--- config.mk ---
export PLATFORM = sky130hd
export DESIGN_NAME = reflet_periph_bridge
export DESIGN_NICKNAME = d
export VERILOG_FILES = /design/src/rtl/reflet_periph_bridge.sv
export SDC_FILE = /design/constraint.sdc
export NUM_CORES = 1
export LEC_CHECK = 0
export ABC_AREA = 0
export CORE_ASPECT_RATIO = 0.75
export CORE_MARGIN = 2
export CORE_UTILIZATION = 49
export DETAILED_ROUTE_END_ITERATION = 8
export PLACE_DENSITY = 0.85
export SYNTH_ARGS = -nofsm -noshare
export SYNTH_HDL_FRONTEND = slang
export SYNTH_SLANG_ARGS = --single-unit
--- constraint.sdc ---
create_clock -name clk -period 3.8 [get_ports clk]
set_clock_uncertainty 0.1 [all_clocks]
set_input_delay 0.57 -clock clk [delete_from_list [all_inputs] [get_ports clk]]
set_output_delay 0.57 -clock clk [all_outputs]
set_load 0.005 [all_outputs]
--- src/rtl/reflet_periph_bridge.sv ---
// Bridge from a Reflet CPU word bus to the 8-bit peripheral bus; full-word accesses are split into byte transactions.
// Optional build macro REFLET_BRIDGE_TIMEOUT_EN adds a p_ready timeout and the sticky err flag.
module reflet_periph_bridge #(
  parameter int wordsize = 16,
  parameter int periph_addr_size = 8,
  parameter logic [wordsize-periph_addr_size-1:0] base_addr = '1,
  parameter int timeout_cycles = 255
) (
  input  logic                        clk,
  input  logic                        reset,
  input  logic [wordsize-1:0]         cpu_addr,
  input  logic [wordsize-1:0]         cpu_wdata,
  input  logic                        cpu_write_en,
  input  logic                        cpu_wide,
  output logic [wordsize-1:0]         cpu_rdata,
  output logic                        cpu_enable,
  output logic [periph_addr_size-1:0] p_addr,
  output logic [7:0]                  p_wdata,
  output logic                        p_write_en,
  output logic                        p_strobe,
  input  logic [7:0]                  p_rdata,
  input  logic                        p_ready,
  output logic                        err,
  output logic [1:0]                  dbg_state
);

  localparam int lanes = wordsize / 8;
  localparam int lw = $clog2(lanes);

  localparam logic [1:0] IDLE = 2'd0;
  localparam logic [1:0] XFER = 2'd1;
  localparam logic [1:0] DONE = 2'd2;

  localparam bit params_ok = (wordsize % 8 == 0) && (wordsize >= 16) &&
                             (periph_addr_size > lw) && (periph_addr_size < wordsize) &&
                             (timeout_cycles >= 1) && (timeout_cycles <= 255);

  generate
    if (!params_ok) begin : g_bad_params
      $error("reflet_periph_bridge: unsupported parameter set");
    end
  endgenerate

  logic [1:0]                       state;
  logic [periph_addr_size-1:lw]     addr_hi;
  logic [lw-1:0]                    idx;
  logic [wordsize-1:0]              wdata_q;
  logic [wordsize-1:0]              rbuf;
  logic                             write_q;
  logic                             wide_q;
  logic                             first_q;
  logic                             hit;
  logic                             last_byte;
  logic                             byte_done;
  logic [7:0]                       byte_val;

  assign hit       = (state == IDLE) && (cpu_addr[wordsize-1:periph_addr_size] == base_addr);
  assign last_byte = !wide_q || (idx == lw'(lanes - 1));
  assign dbg_state = state;

  // Handshake: p_strobe marks the first cycle of a byte request; p_addr, p_wdata and
  // p_write_en stay stable until the first XFER cycle in which p_ready is high, which
  // completes that byte. p_ready in any other state is ignored.
  always_comb begin
    cpu_enable = !(hit || (state == XFER));
    p_strobe   = (state == XFER) && first_q;
    p_write_en = (state == XFER) && write_q;
    p_addr     = {addr_hi, idx};
    p_wdata    = 8'h00;
    for (int i = 0; i < lanes; i++) begin
      if (idx == lw'(i)) p_wdata = wdata_q[i*8 +: 8];
    end
    cpu_rdata  = ((state == DONE) && !write_q) ? rbuf : '0;
  end

`ifdef REFLET_BRIDGE_TIMEOUT_EN
  logic [7:0] tcnt;
  logic       timed_out;
  logic       err_q;

  // tcnt is 0 in every strobe cycle, so a byte may occupy at most timeout_cycles XFER cycles.
  assign timed_out = (state == XFER) && !p_ready && (tcnt == 8'(timeout_cycles - 1));
  assign byte_done = (state == XFER) && (p_ready || timed_out);
  assign byte_val  = p_ready ? p_rdata : 8'hFF;
  assign err       = err_q;

  always_ff @(posedge clk) begin
    if (reset) begin
      tcnt  <= 8'd0;
      err_q <= 1'b0;
    end else begin
      tcnt  <= ((state == XFER) && !byte_done) ? tcnt + 8'd1 : 8'd0;
      err_q <= err_q | timed_out;
    end
  end
`else
  assign byte_done = (state == XFER) && p_ready;
  assign byte_val  = p_rdata;
  assign err       = 1'b0;
`endif

  always_ff @(posedge clk) begin
    if (reset) begin
      state   <= IDLE;
      addr_hi <= '0;
      idx     <= '0;
      wdata_q <= '0;
      rbuf    <= '0;
      write_q <= 1'b0;
      wide_q  <= 1'b0;
      first_q <= 1'b0;
    end else begin
      case (state)
        IDLE: begin
          if (hit) begin
            state   <= XFER;
            addr_hi <= cpu_addr[periph_addr_size-1:lw];
            // Wide accesses walk from the aligned base; narrow ones use the addressed lane.
            idx     <= cpu_wide ? '0 : cpu_addr[lw-1:0];
            wdata_q <= cpu_wdata;
            write_q <= cpu_write_en;
            wide_q  <= cpu_wide;
            first_q <= 1'b1;
            rbuf    <= '0;
          end
        end
        XFER: begin
          first_q <= 1'b0;
          if (byte_done) begin
            for (int i = 0; i < lanes; i++) begin
              if (idx == lw'(i)) rbuf[i*8 +: 8] <= byte_val;
            end
            if (last_byte) begin
              state <= DONE;
            end else begin
              idx     <= idx + 1'b1;
              first_q <= 1'b1;
            end
          end
        end
        DONE:    state <= IDLE;
        default: state <= IDLE;
      endcase
    end
  end

endmodule

==> metrics.txt, run 1 <==
outcome=complete, no violations; Worst Hold Launch=wdata_q[6]$_SDFFE_PP0P_; Post-Route WL=~5700 um; CTS tree=yes; dpl cells=380; Power Density=just under 300 nW/um^2; Post-synth EDFFs=0; internal power=~0.8 mW; synthesized netlist cell count=257; most frequent cells in the layout=clkdlybuf4s50_1, dfxtp_1, nand2b_1, mux2i_1, and2_1; Setup-failing EPs final=0; layout cells sized above 1=approximately 7%; postcts setup bufs=0; DR vias=between 2000 and 2500; Post-synth ARST share=0%; Syn-to-layout area delta=36.82%; Tightest Pin Transition=1.020 ns; Overall Global Routing Usage=20.86%; CTS Sinks=45; Final HPWL DP=3956 um; ant diodes=0; total iterations of the first detailed-routing run=4; switch share=about a fifth; nets=about 370; #FFs+latches synth=45; fin. max-slew vios=0; period utilisation layout=a little over 70%; I/O Pins=83; vias in the first global route=slightly below 2000; # DRC=0; fmax=roughly 360 MHz; Num CTS Buffers=5; worst r2r src=idx$_SDFFE_PP0P_; top_reg_cell synth=dfxtp_1; Starting DRT DRC Count=143; placement row count=22; H-Tree Level Count=2; Maximum Capacitance Violations=0; critical path type=register to output pin; Critical Path Sink Type=output pin; RSZ-0062 raised after global routing=no; most common cell after layout, fill and taps aside=clkdlybuf4s50_1; average wire per standard cell=roughly 15 um; Register-to-Register Path Depth=3; gpl congestion=0.7358; reg-to-reg endpoint=first_q$_SDFFE_PP0P_; setup_tns=0 ns; CP Data Arrival Time=approximately 2.1 ns; Die Span Y=approximately 65 um; Sequential Power Share=between 40% and 50%; library cells used by synthesis=35; Non-Filler Instances=388; clock-pin slew on the worst setup and hold paths=about 0.09 ns; Worst-Skew Late Latency=about 0.3 ns; Max Root-Sink Buffers=2; Hold Path End=wdata_q[6]$_SDFFE_PP0P_; crit-path max FO=21; drt via density=5.255; Die X=roughly 85 um; Yosys warning total=0; Clock Root Buffer=clkbuf_8; Hold Path Class=register to register; Critical Path Start Type=register; final hold violation count=0; largest net degree at the start of global routing=37; Hold Buf Count CTS=0; Combinational Power Share=between 8 and 9%; Static Leak=1.220 nW; Worst Hold Path Cells=2; Switch Pwr=between 0.15 and 0.2 mW; clock share of power=a little over two fifths; Die Area=5544 um^2; core occupancy in the finished layout=68.62%; first-pass GRT wire length=roughly 9200 um; GRT overflow=0; syn nets=302; register-to-register setup slack=1.78 ns; post-CTS sizing=0; cell area after synthesis=between 2000 and 2500 um^2; Worst EP required=between 3 and 4 ns; Initial Util=roughly 50%; antenna violations before repair=0; port bufs=81; Routed Antenna Nets=0; Mapped Avg Cell Area=9.455 um^2; sequential fraction of the synthesis area=37.08%; area of the core=around 4800 um^2; min cycle time layout=between 2 and 3 ns; Peak VDD IR=roughly 0.18 mV; Rel. slew slack=about a third
## worst max-delay path by stage
stage / to / start / slack, ns
final: p_wdata[2] / idx$_SDFFE_PP0P_ / 1.05
after global routing: p_wdata[2] / idx$_SDFFE_PP0P_ / 0.96
after CTS: cpu_rdata[8] / dbg_state[0]$_SDFFE_PP0P_ / 1.05
after detailed placement: cpu_enable / cpu_addr[14] / 1.14
after global placement: cpu_enable / cpu_addr[14] / 1.16
after floorplan: cpu_enable / cpu_addr[14] / 1.80
## flip-flops by register name, indices dropped and copies added (netlist names)
register   flops
rbuf          16
addr_hi        7
first_q        1
wide_q         1
write_q        1
wdata_q       16
dbg_state      2
idx            1
## final cells by class
| class | count | area (um^2) |
|---|---|---|
| Sequential cell | 45 | 900.9 |
| Inverter | 2 | 7.507 |
| Fill cell | 397 | 1520 |
| Clock inverter | 3 | 68.82 |
| Tap cell | 60 | 75.07 |
| Clock buffer | 5 | 68.82 |
| Multi-Input combinational cell | 188 | 1363 |
| Timing Repair Buffer | 85 | 840.8 |
## kinds of logic (layout without fill, tap and decap cells)
family	Yosys count	count (layout)	share of synthesized area, %
simple gates	117	117	32.80
other cells	1	1	0.1543
flops	45	45	37.08
compound gates	36	36	8.651
buf+inv	24	95	6.848
mux	34	34	14.47
## critical path, stage by stage, from the launching register on
cell and delay (ns):
dfxtp_1 0.89, mux2_2 0.41, clkdlybuf4s50_1 0.46
## power by group through the flow
stage	Sequential [mW]	Clock, mW	Combinational (mW)
after floorplan	0.483	0	0.0291
after global placement	0.484	0	0.0822
after detailed placement	0.484	0	0.0835
after CTS	0.473	0.444	0.0837
after global routing	0.473	0.466	0.0900
final	0.473	0.433	0.0836
## per-stage QoR
stage	worst slack [ns]	cell area, um^2	power (mW)	hold WS (ns)
3_5_place_dp	1.135	3187	0.5672	0.3466
4_1_cts	1.055	3324	1.000	0.3595
3_3_place_gp	1.164	3187	0.5658	0.3422
6_report	1.053	3324	0.9889	0.3609
5_1_grt	0.9592	3324	1.029	0.3683
2_1_floorplan	1.798	2430	0.5125	0.3306
## cell usage after synthesis (all sizes together), types with 3 or more instances
master | instances | share of area, %
and2 | 19 | 4.9
mux2i | 25 | 10
nand3b | 15 | 4.6
nand3 | 3 | 0.62
nand2b | 37 | 9.5
nand2 | 14 | 2.2
buf | 13 | 5.1
dfxtp | 45 | 37
mux2 | 9 | 4.2
and3b | 16 | 5.8
a31oi | 16 | 4.1
clkbuf | 9 | 1.4
o21ai | 16 | 3.3
## metal layers
layer | global-route usage, % | vias to the layer above | routed length, um
li1 | - | 1028 | -
met2 | 33.30 | 62 | 2638
met1 | 27.69 | 943 | 2607
met4 | 6.548 | 0 | 65
met5 | 0 | - | 0
met3 | 5.350 | 6 | 355
No activity file was read; power rests on OpenSTA's default activity.
==> run 2, diff against run 1 <==
--- a/config.mk
+++ b/config.mk
@@ -8,9 +8,9 @@
 export ABC_AREA = 0
 export CORE_ASPECT_RATIO = 0.75
 export CORE_MARGIN = 2
-export CORE_UTILIZATION = 49
+export CORE_UTILIZATION = 46
 export DETAILED_ROUTE_END_ITERATION = 8
-export PLACE_DENSITY = 0.85
+export PLACE_DENSITY = 0.81
 export SYNTH_ARGS = -nofsm -noshare
 export SYNTH_HDL_FRONTEND = slang
 export SYNTH_SLANG_ARGS = --single-unit
==> constraint.sdc (replaced) <==
create_clock -name clk -period 2.8 [get_ports clk]
set_clock_uncertainty 0.1 [all_clocks]
set_input_delay 0.42 -clock clk [delete_from_list [all_inputs] [get_ports clk]]
set_output_delay 0.42 -clock clk [all_outputs]
set_load 0.005 [all_outputs]
==> metrics.txt, run 2 (synthesis results as in run 1) <==
Hold Buf Count CTS=0; CTS Sinks=45; Fill cells=420; ant diodes=0; drt via density=a little over 5; fmax=401.0 MHz; H-Tree Level Count=2; antenna violations before repair=0; Num CTS Buffers=5; Critical-path top delay cell=nor3b_4; average wire per standard cell=around 14 um; Power Total=about 1.1 mW; vias in the first global route=between 2000 and 2500; postcts setup bufs=0; Static Leak=approximately 1.2 nW; Maximum Capacitance Violations=0; largest net degree at the start of global routing=slightly above 70; crit-path cells=nor3b_4, and2_1, clkdlybuf4s50_1; Routed Antenna Nets=0; # DRC=0; min cycle time layout=approximately 2.5 ns; post-CTS sizing=0; Die Span Y=between 60 and 70 um; Final HPWL DP=between 3000 and 4000 um; placement row count=22; gpl congestion=roughly 0.72; biggest regs=rbuf x16, wdata_q x16, addr_hi x7; outcome=complete, no violations; Die Area=between 5000 and 6000 um^2; CTS tree=yes; Max Root-Sink Buffers=2; Setup-failing EPs final=0; Peak VDD IR=around 0.3 mV; Worst EP required=about 2.3 ns; Overall Global Routing Usage=19.90%; DR vias=around 2000; setup_tns=0 ns; port bufs=81; Power Density=347.7 nW/um^2; fin. max-slew vios=0; CP Data Arrival Time=1.97 ns; clock-pin slew on the worst setup and hold paths=about 0.080 ns; final hold violation count=0; Worst-Skew Late Latency=between 0.2 and 0.3 ns; Critical Path Sink Type=output pin; Post-Route WL=5622 um; Critical Path Start Type=register; GRT overflow=0; Syn-to-layout area delta=35.53%; RSZ-0062 raised after global routing=no; Hold Path Class=register to register; CP max stage delay=around 0.52 ns; most common cell after layout, fill and taps aside=clkdlybuf4s50_1; Rel. slew slack=a little under three fifths; critical path type=register to output pin; Worst Hold Launch=wdata_q[10]$_SDFFE_PP0P_; Tightest Pin Transition=0.6447 ns; nets=373; Die X=87.92 um; Starting DRT DRC Count=roughly 130; I/O Pins=a little over 80; register-to-register setup slack=0.95 ns; family with the most delay on the worst path=simple AND/OR/NAND/NOR gates; most frequent cells in the layout=clkdlybuf4s50_1, dfxtp_1, nand2b_1, mux2i_1, and2_1; Clock Root Buffer=clkbuf_8; CP Buf/Inv Count=1; worst r2r src=idx$_SDFFE_PP0P_; Critical Path Start=dbg_state[0]$_SDFFE_PP0P_; period utilisation layout=between 80% and 90%; Initial Util=between 40% and 50%; layout cells sized above 1=approximately 6.7%; first-pass GRT wire length=between 9000 and 10000 um; crit-path max FO=16; total iterations of the first detailed-routing run=4; area of the core=between 4000 and 5000 um^2
[run 2: metrics by stage]
step | util (%) | hold WS [ns] | instances | worst slack [ns] | cell area (um^2)
final | 66.10 | 0.3704 | 401 | 0.3064 | 3293
after global routing | 66.10 | 0.4051 | 401 | 0.1667 | 3293
after CTS | 66.10 | 0.3707 | 401 | 0.2676 | 3293
after detailed placement | 64.41 | 0.3522 | 393 | 0.4194 | 3209
after global placement | 64.41 | 0.3407 | 393 | 0.4611 | 3209
after floorplan | - | 0.3306 | 257 | 1.098 | 2430
[run 2: power by group]
part,switching (mW),internal (mW),total [mW]
combinational,0.0361,0.0757,0.112
clock,0.215,0.177,0.392
sequential,0.000872,0.640,0.641
[run 2: layer usage]
layer | global-route usage, % | share of wire [%]
met5 | 0 | 0
met2 | 32.58 | 47
met1 | 25.62 | 47
met3 | 3.841 | 4.7
met4 | 8.269 | 1.5
[run 2: layout make-up]
cell class | count | area, um^2 | share of cell area, %
Inverter | 2 | 7.507 | 0.2280
Clock inverter | 1 | 7.507 | 0.2280
Sequential cell | 45 | 900.9 | 27.36
Timing Repair Buffer | 86 | 848.3 | 25.76
Clock buffer | 7 | 76.32 | 2.318
Tap cell | 72 | 90.09 | 2.736
Multi-Input combinational cell | 188 | 1363 | 41.38
[run 2: worst paths after layout]
kind                                    to  depth (start not counted)
hold / removal    wdata_q[10]$_SDFFE_PP0P_                          2
hold reg to reg   wdata_q[10]$_SDFFE_PP0P_                          2
setup / recovery             cpu_rdata[10]                          3
setup reg to reg      first_q$_SDFFE_PP0P_                          4
[run 2: worst reg2reg max path: cells and delay by family, from the launching register on]
| kind | cells | cell delay (ns) |
|---|---|---|
| compound gates | 1 | 0.22 |
| buf+inv | 2 | 0.45 |
| flops | 1 | 0.74 |
| simple gates | 1 | 0.24 |
==> run 3, diff against run 2 <==
--- a/config.mk
+++ b/config.mk
@@ -6,9 +6,9 @@
 export NUM_CORES = 1
 export LEC_CHECK = 0
 export ABC_AREA = 0
-export CORE_ASPECT_RATIO = 0.75
 export CORE_MARGIN = 2
 export CORE_UTILIZATION = 46
+export CTS_CLUSTER_SIZE = 12
 export DETAILED_ROUTE_END_ITERATION = 8
 export PLACE_DENSITY = 0.81
 export SYNTH_ARGS = -nofsm -noshare
==> metrics.txt, run 3 (synthesis results as in run 1) <==
Critical Path Start Type=register; port bufs=81; gpl congestion=about 0.8; setup_tns=0 ns; largest net degree at the start of global routing=just over 70; final hold violation count=0; min cycle time layout=~2.5 ns; CP Data Arrival Time=~1.9 ns; average wire per standard cell=between 10 and 15 um; outcome=complete, no violations; Rel. slew slack=58.14%; clock-pin slew on the worst setup and hold paths=0.08 ns; post-CTS sizing=0; DR vias=approximately 2100; most common cell after layout, fill and taps aside=clkdlybuf4s50_1; Critical Path Sink Type=output pin; Static Leak=roughly 1.2 nW; dpl ws=0.3636 ns; drt via density=between 5 and 6; biggest regs=rbuf x16, wdata_q x16, addr_hi x7; core occupancy in the finished layout=about two thirds; vias in the first global route=approximately 2000; I/O Pins=between 80 and 90; CTS tree=yes; Clock Root Buffer=clkbuf_8; Peak VDD IR=approximately 0.31 mV; layout cells sized above 1=under 10%; critical path type=register to output pin; # DRC=0; nets=~380; fin. max-slew vios=0; Hold Buf Count CTS=0; Final HPWL DP=roughly 4000 um; H-Tree Level Count=2; Worst-Skew Late Latency=0.30 ns; first-pass GRT wire length=~9300 um; Syn-to-layout area delta=36.77%; Maximum Capacitance Violations=0; area of the core=a little over 5000 um^2; PnR worst setup slack=around 0.34 ns; Max Root-Sink Buffers=2; GRT overflow=0; period utilisation layout=~90%; Die Area=5880 um^2; Overall Global Routing Usage=between 10% and 20%; Die Span Y=approximately 77 um; postcts setup bufs=0; fmax=roughly 400 MHz; Tightest Pin Transition=~0.63 ns; Routed Antenna Nets=0; Initial Util=a little under half; ant diodes=0; most frequent cells in the layout=clkdlybuf4s50_1, dfxtp_1, nand2b_1, mux2i_1, and2_1; Die X=between 70 and 80 um; RSZ-0062 raised after global routing=no; placement row count=26; Num CTS Buffers=5; Starting DRT DRC Count=roughly 100; CTS Sinks=45; crit-path max FO=16; Post-Route WL=~5800 um; Hold Path Class=register to register; antenna violations before repair=0; Worst EP required=~2.3 ns; Power Density=359.5 nW/um^2; total iterations of the first detailed-routing run=4; Setup-failing EPs final=0
run 3: path summary, 6_finish.rpt:
path                            cells after the start                       from                  endpoint  slack, ns
worst min-delay path                                2   wdata_q[15]$_SDFFE_PP0P_  wdata_q[15]$_SDFFE_PP0P_       0.36
worst min register to register                      2   wdata_q[15]$_SDFFE_PP0P_  wdata_q[15]$_SDFFE_PP0P_       0.36
worst max register to register                      4  dbg_state[0]$_SDFFE_PP0P_          idx$_SDFFE_PP0P_       0.87
worst max-delay path                                3  dbg_state[1]$_SDFFE_PP0P_              cpu_rdata[7]       0.34
run 3: where the power goes:
part           internal, mW  switching, mW
combinational        0.0757         0.0369
clock                 0.223          0.218
sequential            0.640       0.000786
total                 0.939          0.256
run 3: critical path, stage by stage (launching register included):
cell,delay (ns)
dfxtp_1,0.39
nor3b_4,0.53
and2_1,0.22
clkdlybuf4s50_1,0.50
run 3: final cells by class:
cell class / instances / area (um^2)
clock buffer: 7 / 96.34
clock inverter: 1 / 5.005
fill: 456 / 1784
inverter: 2 / 7.507
multi-input combinational: 188 / 1363
sequential: 45 / 900.9
tap: 70 / 87.58
timing repair buffer: 88 / 863.3
run 3: metal layers:
metal / GRT usage (%) / part of all wire [%] / vias up
met5: 0 / 0 / -
met3: 5.765 / 6.6 / 14
met1: 21.70 / 41 / 982
met4: 9.818 / 2.7 / 0
li1: - / - / 1037
met2: 33.86 / 50 / 79
run 3: metrics by stage:
step           hold WS, ns  power (mW)  area [um^2]  cells
6_report            0.3624       1.195         3323    401
5_1_grt             0.3916       1.247         3323    401
4_1_cts             0.3621       1.204         3323    401
3_5_place_dp        0.3505      0.7686         3222    393
3_3_place_gp        0.3398      0.7676         3222    393
2_1_floorplan       0.3306      0.6956         2430    257
